File: config.mk
export PLATFORM = sky130hd
export DESIGN_NAME = midi_tx_flat
export DESIGN_NICKNAME = d
export VERILOG_FILES = /design/src/rtl/midi_tx_pkg.sv /design/src/rtl/midi_tx_if.sv /design/src/rtl/midi_uart_tx.sv /design/src/rtl/midi_tx.sv /design/src/flat_wrapper.sv
export SDC_FILE = /design/constraint.sdc
export NUM_CORES = 1
export LEC_CHECK = 0
export CORE_ASPECT_RATIO = 1.5
export CORE_UTILIZATION = 56
export DETAILED_ROUTE_END_ITERATION = 7
export PLACE_DENSITY = 0.86
export SETUP_SLACK_MARGIN = 0.02
export SYNTH_ARGS = -nofsm -noshare
export SYNTH_HDL_FRONTEND = slang
export SYNTH_SLANG_ARGS = --single-unit
File: constraint.sdc
create_clock -name clk_i -period 2.2 [get_ports clk_i]
set_input_delay 0.22 -clock clk_i [delete_from_list [all_inputs] [get_ports clk_i]]
set_output_delay 0.22 -clock clk_i [all_outputs]
set_load 0.05 [all_outputs]
File: src/rtl/midi_tx_pkg.sv
// -----------------------------------------------------------------------------
// midi_tx_pkg
// Shared definitions for the MIDI note transmitter: payload width, status
// nibbles, the default baud rate and the state encodings of the message
// sequencer and the byte serializer.
// -----------------------------------------------------------------------------
package midi_tx_pkg;

   localparam int MIDI_PAYLOAD_BITS = 8;
   localparam int DEFAULT_BAUD      = 31250;

   localparam logic [3:0] NOTE_ON  = 4'b1001;
   localparam logic [3:0] NOTE_OFF = 4'b1000;

   // Message sequencer: one state per transmitted byte.
   typedef enum logic [1:0] {
      MSG_IDLE   = 2'd0,
      MSG_STATUS = 2'd1,
      MSG_NOTE   = 2'd2,
      MSG_VEL    = 2'd3
   } msg_state_e;

   // Byte serializer: one state per UART frame section.
   typedef enum logic [1:0] {
      UART_IDLE  = 2'd0,
      UART_START = 2'd1,
      UART_DATA  = 2'd2,
      UART_STOP  = 2'd3
   } uart_state_e;

endpackage : midi_tx_pkg

File: src/rtl/midi_tx_if.sv
// -----------------------------------------------------------------------------
// midi_tx_if
// Request/status bundle between a note source (master) and midi_tx (slave).
//   noteOnReq_i  : single-cycle Note On request
//   noteOffReq_i : single-cycle Note Off request (wins over Note On)
//   note_i       : note number, bit 7 ignored
//   velocity_i   : velocity, bit 7 ignored
//   ready_o      : a request is accepted this cycle
//   txDone_o     : pulse in the last clock of the final stop bit
// -----------------------------------------------------------------------------
interface midi_tx_if;
   import midi_tx_pkg::*;

   logic                         noteOnReq_i;
   logic                         noteOffReq_i;
   logic [MIDI_PAYLOAD_BITS-1:0] note_i;
   logic [MIDI_PAYLOAD_BITS-1:0] velocity_i;
   logic                         ready_o;
   logic                         txDone_o;

   modport master (
      output noteOnReq_i, noteOffReq_i, note_i, velocity_i,
      input  ready_o, txDone_o
   );

   modport slave (
      input  noteOnReq_i, noteOffReq_i, note_i, velocity_i,
      output ready_o, txDone_o
   );

endinterface : midi_tx_if

File: src/rtl/midi_uart_tx.sv
// -----------------------------------------------------------------------------
// midi_uart_tx
// 8N1 serializer: start bit 0, eight data bits LSB first, stop bit 1, each bit
// CLKS_PER_BIT clocks long.
//   clk_i, nrst_i : clock, asynchronous active-low reset
//   byte_i        : byte to send, taken when valid_i and ready_o are both high
//   valid_i       : load request
//   ready_o       : high in IDLE and in the last clock of a stop bit, so a
//                   following byte starts with no idle gap
//   tx_o          : serial line, driven from a flop, idle high
//   done_o        : registered pulse in the last clock of each stop bit
// -----------------------------------------------------------------------------
module midi_uart_tx
   import midi_tx_pkg::*;
#(
   parameter int CLKS_PER_BIT = 320
) (
   input  logic       clk_i,
   input  logic       nrst_i,
   input  logic [7:0] byte_i,
   input  logic       valid_i,
   output logic       ready_o,
   output logic       tx_o,
   output logic       done_o
);

   localparam int               CNT_W   = (CLKS_PER_BIT > 1) ? $clog2(CLKS_PER_BIT) : 1;
   localparam logic [CNT_W-1:0] CNT_MAX = CNT_W'(CLKS_PER_BIT - 1);

   uart_state_e      state_q, state_d;
   logic [CNT_W-1:0] cnt_q, cnt_d;
   logic [2:0]       idx_q, idx_d;
   logic [7:0]       sh_q, sh_d;
   logic             tx_q, tx_d;
   logic             done_q, done_d;
   logic             last_s;

   assign last_s  = (cnt_q == CNT_MAX);
   assign ready_o = (state_q == UART_IDLE) || ((state_q == UART_STOP) && last_s);
   assign tx_o    = tx_q;
   assign done_o  = done_q;

   // Next-state logic for frame sequencing, bit timing and line level.
   always_comb begin
      state_d = state_q;
      cnt_d   = cnt_q;
      idx_d   = idx_q;
      sh_d    = sh_q;
      tx_d    = tx_q;
      case (state_q)
         UART_IDLE: begin
            cnt_d = {CNT_W{1'b0}};
            idx_d = 3'd0;
            if (valid_i) begin
               state_d = UART_START;
               sh_d    = byte_i;
               tx_d    = 1'b0;
            end else begin
               state_d = UART_IDLE;
               tx_d    = 1'b1;
            end
         end
         UART_START: begin
            if (last_s) begin
               cnt_d   = {CNT_W{1'b0}};
               idx_d   = 3'd0;
               state_d = UART_DATA;
               tx_d    = sh_q[0];
               sh_d    = {1'b0, sh_q[7:1]};
            end else begin
               cnt_d = cnt_q + CNT_W'(1);
            end
         end
         UART_DATA: begin
            if (last_s) begin
               cnt_d = {CNT_W{1'b0}};
               if (idx_q == 3'd7) begin
                  state_d = UART_STOP;
                  tx_d    = 1'b1;
               end else begin
                  idx_d = idx_q + 3'd1;
                  tx_d  = sh_q[0];
                  sh_d  = {1'b0, sh_q[7:1]};
               end
            end else begin
               cnt_d = cnt_q + CNT_W'(1);
            end
         end
         UART_STOP: begin
            if (last_s) begin
               cnt_d = {CNT_W{1'b0}};
               idx_d = 3'd0;
               // Chained byte: start bit directly after the stop bit.
               if (valid_i) begin
                  state_d = UART_START;
                  sh_d    = byte_i;
                  tx_d    = 1'b0;
               end else begin
                  state_d = UART_IDLE;
                  tx_d    = 1'b1;
               end
            end else begin
               cnt_d = cnt_q + CNT_W'(1);
            end
         end
         default: begin
            state_d = UART_IDLE;
            cnt_d   = {CNT_W{1'b0}};
            idx_d   = 3'd0;
            tx_d    = 1'b1;
         end
      endcase
      // Look one cycle ahead so the registered pulse lines up with the
      // last clock of the stop bit.
      done_d = (state_d == UART_STOP) && (cnt_d == CNT_MAX);
   end

   // Serializer state registers; reset parks the line high.
   always_ff @(posedge clk_i or negedge nrst_i) begin
      if (!nrst_i) begin
         state_q <= UART_IDLE;
         cnt_q   <= {CNT_W{1'b0}};
         idx_q   <= 3'd0;
         sh_q    <= 8'h00;
         tx_q    <= 1'b1;
         done_q  <= 1'b0;
      end else begin
         state_q <= state_d;
         cnt_q   <= cnt_d;
         idx_q   <= idx_d;
         sh_q    <= sh_d;
         tx_q    <= tx_d;
         done_q  <= done_d;
      end
   end

endmodule : midi_uart_tx

File: src/rtl/midi_tx.sv
// -----------------------------------------------------------------------------
// midi_tx
// Sends three-byte MIDI Note On / Note Off messages (status, note, velocity)
// over a 31250-baud style serial line. Owns message sequencing and byte
// selection only; serialization is done by midi_uart_tx.
//   clk_i  : system clock (CLK_FREQ Hz)
//   nrst_i : asynchronous active-low reset
//   bus    : request/status bundle (midi_tx_if.slave)
//   tx_o   : MIDI serial line, idle high
// -----------------------------------------------------------------------------
module midi_tx
   import midi_tx_pkg::*;
#(
   parameter int MIDI_CHANNEL = 0,
   parameter int CLK_FREQ     = 10_000_000,
   parameter int BAUD         = DEFAULT_BAUD
) (
   input  logic     clk_i,
   input  logic     nrst_i,
   midi_tx_if.slave bus,
   output logic     tx_o
);

   localparam int         CLKS_PER_BIT = CLK_FREQ / BAUD;
   localparam logic [3:0] CHANNEL      = 4'(MIDI_CHANNEL);

   msg_state_e state_q, state_d;
   logic [7:0] note_q, note_d;
   logic [7:0] vel_q, vel_d;
   logic [7:0] byte_s;
   logic       valid_s;
   logic       uart_ready_s;
   logic       uart_done_s;
   logic       accept_s;
   logic       unused_s;

   // Bit 7 of the payload inputs is deliberately discarded.
   assign unused_s = ^{bus.note_i[7], bus.velocity_i[7]};

   assign accept_s     = (state_q == MSG_IDLE) && (bus.noteOnReq_i || bus.noteOffReq_i);
   assign bus.ready_o  = (state_q == MSG_IDLE);
   // Both operands are flops; the pulse marks the final velocity stop clock.
   assign bus.txDone_o = (state_q == MSG_VEL) && uart_done_s;

   // Message sequencing and byte selection for the serializer.
   always_comb begin
      state_d = state_q;
      note_d  = note_q;
      vel_d   = vel_q;
      byte_s  = 8'h00;
      valid_s = 1'b0;
      case (state_q)
         MSG_IDLE: begin
            if (accept_s) begin
               // Note Off has priority when both requests arrive together.
               byte_s  = {(bus.noteOffReq_i ? NOTE_OFF : NOTE_ON), CHANNEL};
               valid_s = 1'b1;
               note_d  = {1'b0, bus.note_i[6:0]};
               vel_d   = {1'b0, bus.velocity_i[6:0]};
               state_d = MSG_STATUS;
            end else begin
               state_d = MSG_IDLE;
            end
         end
         MSG_STATUS: begin
            if (uart_ready_s) begin
               byte_s  = note_q;
               valid_s = 1'b1;
               state_d = MSG_NOTE;
            end else begin
               state_d = MSG_STATUS;
            end
         end
         MSG_NOTE: begin
            if (uart_ready_s) begin
               byte_s  = vel_q;
               valid_s = 1'b1;
               state_d = MSG_VEL;
            end else begin
               state_d = MSG_NOTE;
            end
         end
         MSG_VEL: begin
            if (uart_ready_s) begin
               state_d = MSG_IDLE;
            end else begin
               state_d = MSG_VEL;
            end
         end
         default: begin
            state_d = MSG_IDLE;
         end
      endcase
   end

   // Sequencer state and latched payload.
   always_ff @(posedge clk_i or negedge nrst_i) begin
      if (!nrst_i) begin
         state_q <= MSG_IDLE;
         note_q  <= 8'h00;
         vel_q   <= 8'h00;
      end else begin
         state_q <= state_d;
         note_q  <= note_d;
         vel_q   <= vel_d;
      end
   end

   midi_uart_tx #(
      .CLKS_PER_BIT (CLKS_PER_BIT)
   ) u_uart (
      .clk_i   (clk_i),
      .nrst_i  (nrst_i),
      .byte_i  (byte_s),
      .valid_i (valid_s),
      .ready_o (uart_ready_s),
      .tx_o    (tx_o),
      .done_o  (uart_done_s)
   );

endmodule : midi_tx

File: src/flat_wrapper.sv
// flat-port wrapper written by rule: the top's interface ports become plain ports
module midi_tx_flat import midi_tx_pkg::*;
#(
   parameter int MIDI_CHANNEL = 0,
   parameter int CLK_FREQ     = 10_000_000,
   parameter int BAUD         = DEFAULT_BAUD
)
  (clk_i, nrst_i, tx_o, bus_noteOnReq_i, bus_noteOffReq_i, bus_note_i, bus_velocity_i, bus_ready_o, bus_txDone_o);
  midi_tx_if bus_i ();
  input  logic clk_i;
  input  logic nrst_i;
  output logic tx_o;
  input wire logic [$bits(bus_i.noteOnReq_i)-1:0] bus_noteOnReq_i;
  input wire logic [$bits(bus_i.noteOffReq_i)-1:0] bus_noteOffReq_i;
  input wire logic [$bits(bus_i.note_i)-1:0] bus_note_i;
  input wire logic [$bits(bus_i.velocity_i)-1:0] bus_velocity_i;
  output wire logic [$bits(bus_i.ready_o)-1:0] bus_ready_o;
  output wire logic [$bits(bus_i.txDone_o)-1:0] bus_txDone_o;
  assign bus_i.noteOnReq_i = bus_noteOnReq_i;
  assign bus_i.noteOffReq_i = bus_noteOffReq_i;
  assign bus_i.note_i = bus_note_i;
  assign bus_i.velocity_i = bus_velocity_i;
  assign bus_ready_o = bus_i.ready_o;
  assign bus_txDone_o = bus_i.txDone_o;
  midi_tx #(.MIDI_CHANNEL(MIDI_CHANNEL), .CLK_FREQ(CLK_FREQ), .BAUD(BAUD)) u_core (.clk_i(clk_i), .nrst_i(nrst_i), .bus(bus_i), .tx_o(tx_o));
endmodule
# Yosys cells after proc, flatten, opt, wreduce, memory -nomap -nowiden
# Cells that the tools add are included.
# W data, S select, Z words.
word_totals:
  regBits: 40
  in_bits: 20
  output_inout_bits: 3
  word_cells: 78
op_classes:
  addsub: 2
  n_eq_ne: 15
  n_mux: 37
  reduce_logical: 15
op_table:
  columns: ["cell", "count"]
  rows:
  - ["$mux W8", 6]
  - ["$pmux W8 S4", 1]
  - ["$pmux W8 S3", 1]
  - ["$eq A9 B9 Y1 const B", 2]
  - ["$pmux W9 S2", 1]
  - ["$pmux W2 S4", 2]
  - ["$mux W7", 2]
  - ["$mux W2", 6]
  - ["$mux W1", 11]
  - ["$eq A2 B2 Y1 const B", 5]
  - ["$add A9 B1 Y9 const B", 1]
  - ["$mux W3", 3]
  - ["$mux W9", 1]
  - ["$pmux W3 S3", 1]
  - ["$ne A2 B2 Y1 const B", 4]
  - ["$reduce_and A3 Y1", 2]
  - ["$eq A2 B1 Y1 const B", 2]
  - ["$logic_and A1 B1 Y1", 4]
  - ["$logic_not A2 Y1", 2]
  - ["$pmux W1 S4", 1]
  - ["$reduce_and A4 Y1", 1]
  - ["$reduce_or A2 Y1", 2]
  - ["$add A3 B1 Y3 const B", 1]
  - ["$eq A3 B3 Y1 const B", 1]
  - ["other kinds (5)", 6]

# Logic depth before layout (Yosys ltp)
# Gate-level depths: netlist of run 1.
depth:
  word_depth: 10
  ltp_mapped: 8
  ltp_nobuf: 7

# Modules after synthesis
# Synthesis of run 1 repeated with hierarchy kept, for this count alone.
unflattened:
  hier_cells: 243
  area_unflattened_um2: 2464.9
modules_own_cells:
  columns: ["module", "instances", "cells_per_inst", "area_each_um2", "seq_area_each_um2"]
  rows:
  - ["midi_uart_tx", 1, 176, 1612.8, 601.8]
  - ["midi_tx", 1, 67, 852.1, 400.4]

# Worst setup path before layout of run 1
# Ideal clock, no wire load.
synth_timing:
  kind: "register to register"
  start: "reg u_core.state_q[0]"
  end: "reg u_core.u_uart.sh_q[0]"
  setup_ns: 0.125
  arrival_ns: 2.014
  required_time_ns: 2.075
  setup_slack_ns: 0.061
  path_stages_with_launch: 8
  synth_period_minus_slack_ns: 2.139
  cell_sequence: "dfrtp_1 > inv_1 > ha_1 > o21ai_2 > nand2_1 > o22ai_1 > nor2_8 > mux2_4"
synth_between:
  elab_chain_cells: 7
  word_cells_on_any_way: 11
synth_lines:
  columns: ["element", "line", "text"]
  rows:
  - ["from (decl)", "midi_tx.sv:27", "msg_state_e state_q, state_d;"]
  - ["from (signal assigned)", "midi_tx.sv:103", "state_q <= state_d;"]
  - ["$logic_not A2 Y1 *", null, null]
  - ["named net bus_ready_o", "flat_wrapper.sv:17", "output wire logic [$bits(bus_i.ready_o)-1:0] bus_ready_o;"]
  - ["$logic_and A1 B1 Y1", "midi_tx.sv:40", "assign accept_s = (state_q == MSG_IDLE) && (bus.noteOnReq_i || bus.noteOffReq_i);"]
  - ["$mux W1", "midi_tx.sv:54", "if (accept_s) begin"]
  - ["$pmux W1 S2", "midi_tx.sv:52", "case (state_q)"]
  - ["$mux W8 *", "midi_uart_tx.sv:54, midi_uart_tx.sv:94", null]
  - ["$mux W8", "midi_uart_tx.sv:90", "if (last_s) begin"]
  - ["$pmux W8 S4 *", "midi_uart_tx.sv:50", "case (state_q)"]
  - ["to (signal assigned)", "midi_uart_tx.sv:124", "sh_q <= 8'h00;"]
  - ["to (signal assigned)", "midi_uart_tx.sv:131", "sh_q <= sh_d;"]
  - ["to (decl)", "midi_uart_tx.sv:33", "logic [7:0] sh_q, sh_d;"]
# The timed path passes the listed nets; every way through them passes the cells marked *. The select of a mux whose other input is x is not followed.
# A chain may end at the register's enable or synchronous reset.

# Worst setup path after layout of run 1
layout_timing:
  start: "reg u_core.u_uart.state_q[1]"
  end: "reg u_core.u_uart.sh_q[4]"
layout_between:
  elab_chain_cells: 8
  word_cells_on_any_way: 19
layout_lines:
  columns: ["element", "line", "text"]
  rows:
  - ["from (decl)", "midi_uart_tx.sv:30", "uart_state_e state_q, state_d;"]
  - ["from (signal assigned)", "midi_uart_tx.sv:128", "state_q <= state_d;"]
  - ["$eq A2 B2 Y1", "midi_uart_tx.sv:39, midi_uart_tx.sv:50", null]
  - ["$logic_and A1 B1 Y1", "midi_uart_tx.sv:39", "assign ready_o = (state_q == UART_IDLE) || ((state_q == UART_STOP) && last_s);"]
  - ["$logic_or A1 B1 Y1", "midi_uart_tx.sv:39", null]
  - ["$mux W7 (tied with other cells)", "midi_tx.sv:75", "if (uart_ready_s) begin"]
  - ["$pmux W8 S3 or $pmux W1 S2 (tied branches)", "midi_tx.sv:52", null]
  - ["$mux W8", "midi_uart_tx.sv:54, midi_uart_tx.sv:94", null]
  - ["$mux W8", "midi_uart_tx.sv:90", null]
  - ["$pmux W8 S4", "midi_uart_tx.sv:50", null]
# Several ways; a longest one is shown, not always the timed one. The select of a mux whose other input is x is not followed.

==> impl_metrics.ini, run 1 <==
[synthesis]
synth-edff-count = 0
syn_avg_cell_area_um2 = 11.44
syn_area_um2 = 2231
synth_top_family_by_area = compound AO/OA/AOI/OAI gates
synth-xor-area-share_pct = 1.570
synth.area.mux_share_pct = 12.68
synth-compound-area-share_pct = 16.43
yosys_warnings = 0
yosysTopAreaCell = dfrtp_1
synth_fa_ha_area_share_pct = 6.730
ys_async_sr_fraction_pct = 100.0
yosysUniqueCellTypes = 44
synthFlopType = dfrtp_1
ys_ff_latch = 40
yosysSeqAreaShare_pct = 44.92
netlist_top_cells_area = dfrtp_1 (44%), mux2_2 (7.1%), ha_1 (6.7%), mux2_4 (4.7%), a221o_1 (3.1%)
synthCells = 195
synth-simple-area-share_pct = 14.13
synth_top_cell_area_share_pct = 43.75
syn_nets = 227

[detailed_routing]
antenna_left = 0
wl_um = 4489
drt_pass1_iterations = 4
via_count = 1615
routedWlPerCell_um = 16.69
via_per_inst = 6.004
drc = 0
drt-initial-drc-count = 43

[timing]
drv_slew = 0
period_share_pct = 96.70
worst_slew_pin_slew_ns = 0.8821
min_period_ns = 2.127
setup_viol = 0
fin_hold_ws_ns = 0.03884
relSlewSlack_pct = 41.19
fin_setup_tns_ns = 0
fin_skew_ns = 0.005632
hold_viol_final = 0
max_clock_freq_mhz = 470.1
rsz0062_at_grt = false

[global_routing]
grt_use_total_pct = 24.65
grt_max_degree = 41
antenna_found_initial = 0
grt_pass1_vias = 1622
grt_pass1_wl_um = 7555
grt_overflow = 0

[final_layout]
fillCellCount = 254
post-route-util_pct = 70.54
multi_input_area_um2 = 1159
final_nets = 257
layout-drive-gt1-share_pct = 23.01
seq_area_um2 = 1002
antenna_cells = 0
instances_no_fill = 269
areaGrowthSynthToFinish_pct = 18.56

[die]
start_util_pct = 59.49
coreArea_um2 = 3750
dieArea_um2 = 4245
die_w_um = 53.54
die_h_um = 79.30
std_cell_rows = 27
io_pins = 23

[critical_path]
critical_path.cell_chain = inv_1 -> ha_1 -> nor2_1 -> and2_1 -> a32o_1 -> a221o_1 -> mux2_4
reg2reg_depth = 7
reg2reg_from = u_core.u_uart.state_q[1]
crit_family = compound AO/OA/AOI/OAI gates
cp_max_fo = 7
cp_num_buf_inv = 1
worstSetupPathType = flop to flop
rrSetupSlack_ns = 0.07
critPathSlowestCell = dfrtp_1
cp-startpoint = u_core.u_uart.state_q[1]
cp.required_ns = 2.38
startpoint_type = flop
cp-end-kind = flop
reg2reg_to = u_core.u_uart.sh_q[4]
path_depth = 7
cpPeakStageDelay_ns = 0.41
cp.arrival_ns = 2.31
worstSetupEndpoint = u_core.u_uart.sh_q[4]

[cts]
clk_pin_slew_ns = 0.08
cts.sinks = 40
cts_tree = built
cts.path.max_buffers = 2
clk_latency_ns = 0.30
htreeDepth = 2
cts-buffers-inserted = 5
cts_root_buffer = clkbuf_8
holdBufCountCts = 0

[pwr]
total_power_mw = 1.379
total_leakage_power_nw = 1.258
p_per_area_nw_per_um2 = 521.5
vdd_ir_drop_max_v = 0.0007390

[min_path]
worstHoldPathType = input pin to asynchronous set/reset pin

[placed_design]
io_buffers = 20
place.gp.congestion = 0.8026
hpwl_um = 3152
dp_cells = 259

[outcome]
status = completed

[flow_run]
maxCapViolCount = 0
## through the flow
stage | setup slack, ns | cell area [µm²]
floorplan | 0.06108 | 2231
global placement | 0.1041 | 2510
detailed placement | 0.07567 | 2510
CTS | 0.05938 | 2621
global route | 0.009891 | 2645
finish | 0.07262 | 2645
## worst min path at each step
| stage | cells after the start | endpoint | slack (ns) |
|---|---|---|---|
| finish | 1 | u_core.u_uart.cnt_q[2] | 0.04 |
| global route | 1 | u_core.u_uart.cnt_q[1] | 0.11 |
| CTS | 1 | u_core.vel_q[2] | 0.07 |
| detailed placement | 1 | u_core.u_uart.cnt_q[2] | 0.39 |
| global placement | 1 | u_core.u_uart.cnt_q[2] | 0.38 |
| floorplan | 0 | u_core.note_q[0] | -0.08 |
## cell usage after synthesis (3+ instances only)
| cell | n |
|---|---|
| buf_2 | 3 |
| a32o_1 | 7 |
| o21ai_0 | 11 |
| nor3_1 | 6 |
| nand3_1 | 10 |
| clkbuf_1 | 4 |
| mux2_2 | 14 |
| a21oi_1 | 5 |
| mux2_4 | 7 |
| nor2_1 | 11 |
| dfrtp_1 | 39 |
| a221o_1 | 7 |
| nand2_1 | 9 |
| inv_1 | 13 |
| ha_1 | 12 |
## cells in the final DEF (no fill, tap or decap), types with 7 or more instances in the layout
cell and instances:
dfrtp_1 39, clkdlybuf4s50_1 19, mux2_2 14, inv_1 13, nor2_1 11, o21ai_0 11
ha_1 11, nand3_1 10, buf_4 10, nand2_1 9, a32o_1 7, a221o_1 7
mux2_4 7
## where the power goes
part           leakage [nW]  total (mW)  internal, mW  switching, mW
Sequential            0.531       0.735         0.735              0
Clock                0.0541       0.601         0.336          0.266
Combinational         0.673      0.0433        0.0254         0.0179
## routing by layer
| layer | track usage, % | vias to the layer above | wire (µm) |
|---|---|---|---|
| met5 | 0 | - | 0 |
| met4 | 7.895 | 0 | 56 |
| met3 | 5.747 | 5 | 98 |
| met2 | 42.50 | 24 | 2428 |
| met1 | 29.15 | 804 | 1905 |
| li1 | - | 782 | - |
## repair_timing
action,CTS,global route
setup buffers,0,2
resized for setup,0,2
endpoints found under the setup margin,0,7
## final cells by class
class | count | share of cell area (%)
multi-input combinational | 135 | 43.80
inverter | 13 | 1.845
tap | 43 | 2.034
clock buffer | 5 | 2.602
timing repair buffer | 30 | 10.22
sequential | 40 | 37.89
clock inverter | 3 | 1.608
## kinds of logic after synthesis
logic type | after synthesis
compound gates | 45
xor+xnor | 4
fa+ha+maj | 12
buf+inv | 20
flops | 40
mux | 23
simple gates | 51
## registers in the layout, summed over array words and instances, names as in the netlist
signal and count:
u_core.note_q 7, u_core.state_q 2, u_core.u_uart.cnt_q 9, u_core.u_uart.done_o 1, u_core.u_uart.idx_q 3, u_core.u_uart.sh_q 8
u_core.u_uart.state_q 2, u_core.u_uart.tx_o 1, u_core.vel_q 7
Power figures use the tool's default switching activity.
==> inputs of run 2 (changes only) <==
--- a/config.mk
+++ b/config.mk
@@ -5,6 +5,7 @@
 export SDC_FILE = /design/constraint.sdc
 export NUM_CORES = 1
 export LEC_CHECK = 0
+export CAP_MARGIN = 40
 export CORE_ASPECT_RATIO = 1.5
 export CORE_UTILIZATION = 56
 export DETAILED_ROUTE_END_ITERATION = 7
==> impl_metrics.ini, run 2 (synthesis gave the netlist of run 1 again) <==
[global_routing]
grt_max_degree = 27
grt_overflow = 0
grt_pass1_vias = 1686
antenna_found_initial = 0
grt_pass1_wl_um = 7596
grt_use_total_pct = 24.96

[timing]
relSlewSlack_pct = 61.72
worst_slew_pin_slew_ns = 0.5698
min_period_ns = 2.141
period_share_pct = 97.32
fin_setup_tns_ns = 0
max_clock_freq_mhz = 467.1
fin_skew_ns = 0.008158
setup_viol = 0
drv_slew = 0
hold_viol_final = 0
rsz0062_at_grt = false

[final_layout]
areaGrowthSynthToFinish_pct = 19.07
layout_commonest_cell = dfrtp_1
largest_reg_flops = 9
layout-drive-gt1-share_pct = 22.47
mostFrequentLayoutCells = dfrtp_1 (39), clkdlybuf4s50_1 (19), mux2_2 (14), inv_1 (13)
antenna_cells = 0
final_nets = 258
top_register = u_core.u_uart.cnt_q
biggestRegsByFlops = u_core.u_uart.cnt_q: 9 flops, u_core.u_uart.sh_q: 8 flops

[critical_path]
cpPeakStageDelay_ns = 0.42
worstSetupPathType = flop to flop
crit_family = compound AO/OA/AOI/OAI gates
critical_path.cell_chain = inv_1 -> ha_1 -> nor2_1 -> and2_1 -> a32o_1 -> a221o_1 -> mux2_4
startpoint_type = flop
cp.arrival_ns = 2.32
cp-end-kind = flop
cp.required_ns = 2.38
cp_max_fo = 7
critPathSlowestCell = dfrtp_1
cp_num_buf_inv = 1

[cts]
clk_pin_slew_ns = 0.08
cts_tree = built
cts.sinks = 40
clk_latency_ns = 0.30
cts_root_buffer = clkbuf_8
cts.path.max_buffers = 2
cts-buffers-inserted = 5
htreeDepth = 2

[die]
io_pins = 23
dieArea_um2 = 4245
coreArea_um2 = 3750
die_w_um = 53.54
die_h_um = 79.30
std_cell_rows = 27
start_util_pct = 59.49

[detailed_routing]
antenna_left = 0
via_per_inst = 6.044
drc = 0
via_count = 1632
wl_um = 4440
routedWlPerCell_um = 16.44
drt_pass1_iterations = 4
drt-initial-drc-count = 30

[pwr]
vdd_ir_drop_max_v = 0.0005823
clock_power_share_pct = 40.7
seqPwrFrac_pct = 55.6
total_power_mw = 1.321
total_leakage_power_nw = 1.264
p_int_mw = 1.051
p_comb_share_pct = 3.7
p_per_area_nw_per_um2 = 497.2
switching_share_pct = 20.43
power.switching_mw = 0.2698

[flow_run]
maxCapViolCount = 0

[placed_design]
place.gp.congestion = 0.8026
hpwl_um = 3225
io_buffers = 20

[outcome]
status = completed

[min_path]
worstHoldPathType = input pin to asynchronous set/reset pin
==> run 2: cell count changes in the layout (fill, tap and decap cells not counted) <==
cell           delta
bufinv_16         -1
clkbuf_8          +2
clkbuf_1          +1
buf_12            +1
buf_4             -1
clkinv_2          -1
dlygate4sd3_1     +1
clkinvlp_4        -1
==> run 2: layer usage <==
metal  up-vias  wire length [µm]  track usage (%)
met5         -                 0                0
met1       809              1829            29.27
met4         0                95            11.32
met2        32              2390            42.00
li1        782                 -                -
met3         9               125            5.364
==> run 2: worst register-to-register path: stages, from the launching register on <==
cell	delay, ns
dfrtp_1	0.42
inv_1	0.09
ha_1	0.34
nor2_1	0.08
and2_1	0.26
a32o_1	0.30
a221o_1	0.26
mux2_4	0.26
==> run 2: worst paths after layout <==
kind	from	endpoint	slack, ns	depth (start not counted)
setup / recovery	u_core.u_uart.state_q[1]	u_core.u_uart.sh_q[4]	0.06	7
hold / removal	nrst_i	u_core.vel_q[2]	0.36	2
setup reg to reg	u_core.u_uart.state_q[1]	u_core.u_uart.sh_q[4]	0.06	7
hold reg to reg	u_core.u_uart.tx_o	u_core.u_uart.tx_o	0.49	2
max in group asynchronous	nrst_i	u_core.u_uart.tx_o	1.32	3
min in group clk_i	u_core.u_uart.tx_o	u_core.u_uart.tx_o	0.49	2
==> run 2: stage by stage <==
| step | worst slack, ns | utilization [%] | hold WS [ns] | area (µm²) | std cells |
|---|---|---|---|---|---|
| final | 0.05902 | 70.84 | 0.3566 | 2656 | 270 |
| after global routing | 0.004972 | 70.84 | 0.4019 | 2656 | 270 |
| after CTS | 0.07403 | 70.40 | 0.3600 | 2640 | 269 |
| after detailed placement | 0.06922 | 67.47 | 0.1476 | 2530 | 260 |
| after global placement | 0.1041 | 66.93 | 0.3847 | 2510 | 259 |
| after floorplan | 0.06108 | - | -0.07559 | 2231 | 195 |
==> run 2: repair_timing <==
action | in CTS | in global routing
hold endpoints to repair | 14 | 0
hold buffers | 1 | 0
setup endpoints to repair | 0 | 7
gates resized for setup | 0 | 2
setup buffers | 0 | 1
==> run 2: power groups by stage <==
stage                     registers [mW]  clock network, mW  logic [mW]
after floorplan                    0.749                  0    0.000278
final                              0.735              0.537      0.0485
after global routing               0.735              0.587      0.0539
after global placement             0.749                  0      0.0434
after detailed placement           0.749                  0      0.0487
after CTS                          0.735              0.555      0.0502
==> run 2: final cells by class <==
| type | instances | area (µm²) |
|---|---|---|
| Multi-Input combinational cell | 135 | 1159 |
| Fill cell | 261 | 1094 |
| Sequential cell | 40 | 1002 |
| Timing Repair Buffer | 31 | 292.8 |
| Clock buffer | 8 | 100.1 |
| Tap cell | 43 | 53.80 |
| Inverter | 13 | 48.80 |
==> inputs of run 3 (changes only) <==
--- a/config.mk
+++ b/config.mk
@@ -9,6 +9,7 @@
 export CORE_ASPECT_RATIO = 1.5
 export CORE_UTILIZATION = 56
 export DETAILED_ROUTE_END_ITERATION = 7
+export HOLD_SLACK_MARGIN = 0.03
 export PLACE_DENSITY = 0.86
 export SETUP_SLACK_MARGIN = 0.02
 export SYNTH_ARGS = -nofsm -noshare
==> results of run 3 <==
The final DEF is identical to that of run 2; final timing and power are the same.
